--- src/rtl/vdg_pkg.sv ---
// Shared constants, mode/state enums and byte context for the VDG pixel serializer.
// VDG_SEMIGRAPHICS_EN selects whether selSemi decodes to a separate SEMI mode.
package vdg_pkg;

  localparam int         PIXELS_PER_BYTE = 8;
  localparam logic [3:0] SEMI_SPLIT_ROW  = 4'd6;
  localparam logic [2:0] COL_BASE        = 3'd0;
  localparam logic [2:0] COL_ALT         = 3'd5;

  typedef enum logic [1:0] {
    MODE_ALPHA,
    MODE_SEMI,
    MODE_GRAPH
  } vdgMode_t;

  typedef enum logic {
    ST_EMPTY,
    ST_SHIFT
  } shiftState_t;

  typedef struct packed {
    logic [7:0] data;
    logic [3:0] row;
    logic       css;
    vdgMode_t   mode;
    logic       div;
  } byteCtx_t;

  function automatic vdgMode_t decodeMode(input logic selAlpha, input logic selSemi);
`ifdef VDG_SEMIGRAPHICS_EN
    if (selSemi)  return MODE_SEMI;
    if (selAlpha) return MODE_ALPHA;
`else
    if (selAlpha || selSemi) return MODE_ALPHA;
`endif
    return MODE_GRAPH;
  endfunction

endpackage

--- src/rtl/semi_quad_decode.sv ---
// Picks the semigraphic quadrant bit for a pixel slot from the cell row and slot half.
// Only instantiated when VDG_SEMIGRAPHICS_EN is defined.
module semi_quad_decode
  import vdg_pkg::*;
(
  input  logic [3:0] quad,
  input  logic [3:0] row,
  input  logic [2:0] slot,
  output logic       quadBit
);

  logic topHalf;
  logic rightHalf;

  assign topHalf   = row < SEMI_SPLIT_ROW;
  assign rightHalf = slot[2];
  assign quadBit   = topHalf ? (rightHalf ? quad[2] : quad[3])
                             : (rightHalf ? quad[0] : quad[1]);

endmodule

--- src/rtl/vdg_pixel_serializer.sv ---
// Byte-to-pixel serializer with a one-byte holding register and REQ/LOAD handshake.
// Semigraphics decode is compiled only when VDG_SEMIGRAPHICS_EN is defined.
//
// state    | meaning
// ST_EMPTY | no byte in the shifter, outputs idle
// ST_SHIFT | shifting 8 pixel slots (1 or 2 clocks each)
module vdg_pixel_serializer
  import vdg_pkg::*;
(
  input  logic       CLK,
  input  logic       nRESET,
  input  logic       LOAD,
  input  logic [7:0] DD,
  input  logic [3:0] ROW,
  input  logic       CSS,
  input  logic       selAlpha,
  input  logic       selSemi,
  input  logic       Divider,
  output logic       REQ,
  output logic       PIX_VALID,
  output logic       PIX_ON,
  output logic [2:0] PIX_COL,
  output logic       UNDERRUN
);

  shiftState_t state;
  byteCtx_t    hold;
  byteCtx_t    cur;
  byteCtx_t    capture;
  byteCtx_t    src;
  logic        holdV;
  logic [2:0]  slot;
  logic        halfTick;

  logic        lastClk;
  logic        endOfByte;
  logic        transfer;
  logic        stepSlot;
  logic [2:0]  nSlot;
  logic        nextOn;
  logic [2:0]  nextCol;
  vdgMode_t    capMode;

  assign REQ = !holdV;

`ifdef VDG_SEMIGRAPHICS_EN
  logic semiBit;

  semi_quad_decode uSemi (
    .quad    (src.data[3:0]),
    .row     (src.row),
    .slot    (nSlot),
    .quadBit (semiBit)
  );
`else
  logic unusedSemiCtx;
  assign unusedSemiCtx = ^{src.row, src.mode};
`endif

  always_comb begin
    capMode      = decodeMode(selAlpha, selSemi);
    capture.data = DD;
    capture.row  = ROW;
    capture.css  = CSS;
    capture.mode = capMode;
    capture.div  = Divider && (capMode == MODE_GRAPH);

    lastClk   = !cur.div || halfTick;
    endOfByte = (state == ST_SHIFT) && lastClk && (slot == 3'(PIXELS_PER_BYTE - 1));
    transfer  = holdV && ((state == ST_EMPTY) || endOfByte);
    stepSlot  = (state == ST_SHIFT) && lastClk && !endOfByte;

    // Pixel for whichever slot becomes visible after this edge.
    src     = transfer ? hold : cur;
    nSlot   = transfer ? 3'd0 : slot + 3'd1;
    nextOn  = src.data[~nSlot];
    nextCol = src.css ? COL_ALT : COL_BASE;
`ifdef VDG_SEMIGRAPHICS_EN
    if (src.mode == MODE_SEMI) begin
      nextOn  = semiBit;
      nextCol = src.data[6:4];
    end
`endif
  end

  always_ff @(posedge CLK or negedge nRESET) begin
    if (!nRESET) begin
      state     <= ST_EMPTY;
      hold      <= '0;
      cur       <= '0;
      holdV     <= 1'b0;
      slot      <= 3'd0;
      halfTick  <= 1'b0;
      PIX_VALID <= 1'b0;
      PIX_ON    <= 1'b0;
      PIX_COL   <= 3'd0;
      UNDERRUN  <= 1'b0;
    end else begin
      UNDERRUN <= 1'b0;

      // Transfer needs holdV=1 and a load needs holdV=0, so they never collide.
      if (transfer) begin
        holdV <= 1'b0;
      end else if (LOAD && !holdV) begin
        hold  <= capture;
        holdV <= 1'b1;
      end

      if (transfer) begin
        state     <= ST_SHIFT;
        cur       <= hold;
        slot      <= 3'd0;
        halfTick  <= 1'b0;
        PIX_VALID <= 1'b1;
        PIX_ON    <= nextOn;
        PIX_COL   <= nextCol;
      end else if (endOfByte) begin
        state     <= ST_EMPTY;
        slot      <= 3'd0;
        halfTick  <= 1'b0;
        PIX_VALID <= 1'b0;
        PIX_ON    <= 1'b0;
        PIX_COL   <= 3'd0;
        UNDERRUN  <= 1'b1;
      end else if (stepSlot) begin
        slot     <= nSlot;
        halfTick <= 1'b0;
        PIX_ON   <= nextOn;
        PIX_COL  <= nextCol;
      end else if (state == ST_SHIFT) begin
        halfTick <= 1'b1;
      end
    end
  end

endmodule
--- config.mk ---
export PLATFORM = sky130hd
export DESIGN_NAME = vdg_pixel_serializer
export DESIGN_NICKNAME = d
export VERILOG_FILES = /design/src/rtl/vdg_pkg.sv /design/src/rtl/semi_quad_decode.sv /design/src/rtl/vdg_pixel_serializer.sv
export SDC_FILE = /design/constraint.sdc
export NUM_CORES = 1
export LEC_CHECK = 0
export BUFFER_PORTS_ARGS = -buffer_cell sky130_fd_sc_hd__buf_4
export CELL_PAD_IN_SITES_DETAIL_PLACEMENT = 1
export CELL_PAD_IN_SITES_GLOBAL_PLACEMENT = 1
export CORE_MARGIN = 2
export CORE_UTILIZATION = 46
export DETAILED_ROUTE_END_ITERATION = 6
export GPL_ROUTABILITY_DRIVEN = 0
export HOLD_SLACK_MARGIN = 0.1
export MAX_ROUTING_LAYER = met4
export PLACE_DENSITY_LB_ADDON = 0.1
export SETUP_SLACK_MARGIN = 0.4
export SYNTH_ARGS = -nofsm -noshare
export SYNTH_HDL_FRONTEND = slang
export SYNTH_SLANG_ARGS = --single-unit
--- constraint.sdc ---
create_clock -name CLK -period 5.1 [get_ports CLK]
set_input_delay 0.765 -clock CLK [delete_from_list [all_inputs] [get_ports CLK]]
set_output_delay 0.765 -clock CLK [all_outputs]
set_load 0.05 [all_outputs]
# Word level (Yosys, flattened, before mapping)
# Index checks and enable logic that the tools add are counted.
# word_totals
input_bits	19
rom_bits	0
out_inout_bits	7
memories	0
ramBits	0
ff_bits	43
latchBits	0
# classes
mux	27
shift	0
addsub	1
order_cmp	1
mul	0
n_bitwise	3
eq_ne	2
n_reduce_logical	17
div_mod_pow	0
# ops
cell	n
$mux W3	8
$mux W16	1
$mux W1	15
$logic_and A1 B1 Y1	6
$lt A3 B4 Y1 const B	1
$mux W2	2
$reduce_bool A2 Y1	2
$reduce_bool A4 Y1	1
$add A3 B1 Y3 const B	1
$bmux W1 S3	1
$eq A3 B3 Y1 const B	1
$logic_not A1 Y1	3
$logic_or A1 B1 Y1	3
$not A3 Y3	1
$reduce_bool A3 Y1	1
$eq A2 B2 Y1 const B	1
$not A1 Y1	2
$reduce_and A2 Y1	1

# Longest topological paths before layout
# logic_depth
depth_word	13
depth_mapped	7
ltp_nobuf	6

# Least setup slack after synthesis
# Ideal clock, no wire load.
# synth_timing
path_kind	reg-to-output
from	reg, netlist name PIX_COL[0]
to	out PIX_COL[2]
arrival_ns	0.922
path_slack_ns	3.413
stages_incl_launch_ff	2
cell_sequence	dfrtp_1 > buf_4
# synth_lines
element	line_no	source
to (decl)	vdg_pixel_serializer.sv:22	output logic [2:0] PIX_COL,

# Final worst setup path
# layout_timing
from	reg holdV
to	out REQ
# layout_between
elab_chain_len	1
# layout_rtl
element	line_no	source
from (decl)	vdg_pixel_serializer.sv:31	logic holdV;
from (signal assigned)	vdg_pixel_serializer.sv:91	holdV <= 1'b0;
from (signal assigned)	vdg_pixel_serializer.sv:103	holdV <= 1'b0;
from (signal assigned)	vdg_pixel_serializer.sv:106	holdV <= 1'b1;
$logic_not A1 Y1	vdg_pixel_serializer.sv:44	assign REQ = !holdV;
to (decl)	vdg_pixel_serializer.sv:19	output logic REQ,
# No other way between the ends.

==> impl_metrics.py <==
metrics = {
    "run_status": {
        "outcome": "finished clean",
    },
    "sta": {
        "period_share_pct": 40.7,
        "worst_slew_pin_slew_ps": 916,
        "hold_viol": 0,
        "drv_slew": 0,
        "timing.hold.ws_ps": 328,
        "final-setup-viol-count": 0,
        "finalClockSkew_ps": 6.17,
        "clock.fmax_mhz": 482,
        "rsz0062_at_grt": "false",
        "tns_ps": 0,
        "timing.final.crit_period_ps": 2070,
        "slew_headroom_pct": 38.8,
    },
    "synthesis": {
        "synth_cells": 107,
        "netlist.area_leader.share_pct": 53.8,
        "synth_common_cells": "dfrtp_1 (29), mux2_2 (10), mux2_4 (9)",
        "ys_warn_count": 0,
        "synth_largest_area_cell": "dfrtp_1",
        "synth_area_leaders": "dfrtp_1 (54%), mux2_4 (10%), mux2_2 (8.3%)",
        "synth_edf_count": 0,
        "syn_area_um2": 1350,
        "syn_nets": 128,
        "synthArstFlopShare_pct": 100,
        "synthDistinctLibCells": 32,
        "syn_avg_cell_area_um2": 12.6,
        "synth.most_common_cell": "dfrtp_1",
        "synth-seq-area-share_pct": 53.8,
        "synth-seq-cells": 29,
        "ys.flop_type": "dfrtp_1",
    },
    "setup_path": {
        "start_kind": "register",
        "critPathCaptureType": "output pin",
        "worst_path_largest_cell_delay_ps": 550,
        "worstPathMaxFanout": 9,
        "path_cells": "inv_1 -> buf_4",
        "critPathKind": "reg -> out",
        "r2r_setup_slack_ps": 3060,
        "cp_num_buf_inv": 2,
        "r2r_cells": 4,
        "r2r_start": "halfTick$_DFFE_PN0P_",
        "critPathSlowestCell": "dfrtp_1",
        "cp_num_cells": 2,
        "cp_top_family": "flip-flops",
        "cp-endpoint": "REQ",
        "startpoint": "holdV$_DFFE_PN0P_",
        "crit_required_ps": 4340,
        "crit_arrival_ps": 1310,
        "r2r_end": "cur[0]$_DFFE_PN0N_",
    },
    "detailed_routing": {
        "via_per_inst": 5.48,
        "vias": 866,
        "drc_errors": 0,
        "ant_nets": 0,
        "routedWlPerCell_um": 16.3,
        "drtPass1Iterations": 2,
        "drt-total-wl_um": 2580,
        "first_iter_violations": 10,
    },
    "worst_hold_path": {
        "hold_path.class": "in -> async",
    },
    "placed_design": {
        "hpwl_um": 1860,
        "dp_cells": 150,
        "io_buffers": 20,
    },
    "clock_network": {
        "cts_setup_buffers": 0,
        "clk_path_buf_depth": 2,
        "clk_pin_slew_ps": 90,
        "cts_root_buffer": "clkbuf_4",
        "cts_made_buffers": 5,
        "hold_buffers": 0,
        "htreeDepth": 2,
        "clock_latency_ps": 340,
        "cts_resized": 0,
        "cts.sinks": 29,
        "cts_tree": "done",
    },
    "pwr": {
        "leakage_nw": 0.757,
        "powerDensity_nw_per_um2": 648,
        "peakVddDrop_uv": 378,
    },
    "floorplan": {
        "initial_core_util_pct": 48.5,
        "fp.dieH_um": 58.2,
        "rows": 19,
        "fp.dieW_um": 58.2,
        "die_area_um2": 3380,
        "core_um2": 2780,
        "ioPinCount": 26,
    },
    "cells_and_area": {
        "layout-drive-gt1-share_pct": 40.2,
        "area.growth.synth_to_final_pct": 15.3,
        "diodes": 0,
        "nets": 147,
        "fin_cells": 158,
        "fillers": 306,
    },
    "grt": {
        "grt_pass1_wl_um": 4700,
        "antenna_found_initial": 0,
        "grt_use_total_pct": 20.0,
        "grt_pass1_vias": 923,
        "grt_max_degree": 30,
        "overflow": 0,
    },
    "flow_run": {
        "drv_cap": 0,
    },
}
[worst register-to-register path: cells and delay by family, from the launching register on]
family / cells / cell delay, ps
mux: 1 / 380
compound gates: 1 / 110
simple gates: 2 / 1040
flops: 1 / 390
[kinds of logic (layout without fill, tap and decap cells)]
logic type,count (synthesis),count (layout),synth area share [%]
DFF,29,29,53.8
and+or+nand+nor,25,25,9.00
muxes,24,24,23.0
AOI/OAI and AO/OA,15,15,7.33
buffers and inverters,11,31,4.73
adders and majority gates,2,2,1.85
other,1,1,0.278
[where the power goes]
group | total [W] | internal (W) | switching [W]
clock | 0.000161 | 0.0000797 | 0.0000808
combinational | 0.000428 | 0.000229 | 0.000199
sequential | 0.000418 | 0.000335 | 0.0000836
total | 0.00101 | 0.000643 | 0.000364
[sequential cells by signal, indices dropped and copies added, names as in the netlist]
signal    cells
PIX_COL       1
PIX_ON        1
UNDERRUN      1
cur          10
halfTick      1
hold         10
holdV         1
slot          3
state         1
[layout make-up]
| cell class | instances | area (µm²) | share of cell area (%) |
|---|---|---|---|
| clock buffers | 7 | 65.1 | 4.18 |
| clock inverters | 1 | 5.00 | 0.322 |
| inverters | 3 | 11.3 | 0.724 |
| multi-input cells | 67 | 559 | 36.0 |
| flip-flops and latches | 29 | 726 | 46.7 |
| well taps | 31 | 38.8 | 2.49 |
| repair buffers | 20 | 150 | 9.65 |
[cells in the final DEF, fill, tap and decap left out, types with 2 or more instances in the layout]
cell	count
nor2b_1	2
clkbuf_8	2
clkbuf_4	5
nand3_1	4
dfrtp_1	29
ha_1	2
mux2_2	10
a22o_1	3
mux2_4	9
inv_1	2
mux2i_1	4
a21oi_1	4
o21ai_0	3
buf_4	20
nor2_1	6
nand2_1	6
[how the worst min path moves through the flow]
stage	cells past startpoint	end	slack, ps
after detailed placement	1	cur[0]$_DFFE_PN0N_	490
after floorplan	0	PIX_COL[0]$_DFFE_PN0P_	470
final	1	cur[15]$_DFF_PN0_	330
after global routing	1	cur[15]$_DFF_PN0_	330
after CTS	1	hold[15]$_DFFE_PN0P_	330
after global placement	1	cur[0]$_DFFE_PN0N_	490
[routing by layer]
| metal | vias to the layer above | track usage [%] | wire length, µm |
|---|---|---|---|
| met5 | - | - | 0 |
| met4 | 0 | 8.97 | 56 |
| met3 | 8 | 7.37 | 129 |
| met2 | 18 | 29.7 | 1270 |
| met1 | 428 | 24.5 | 1130 |
| li1 | 412 | - | - |
[stage by stage]
step                total power (W)  cell area [µm²]  util [%]  worst slack, ps
CTS                         0.00103             1560      55.9             2990
detailed placement         0.000860             1490      53.4             2940
floorplan                  0.000763             1350         -             3410
finish                      0.00101             1560      55.9             3030
global placement           0.000830             1490      53.4             2970
global route                0.00109             1560      55.9             2880
Note: power is estimated with default switching activity, not from simulation.
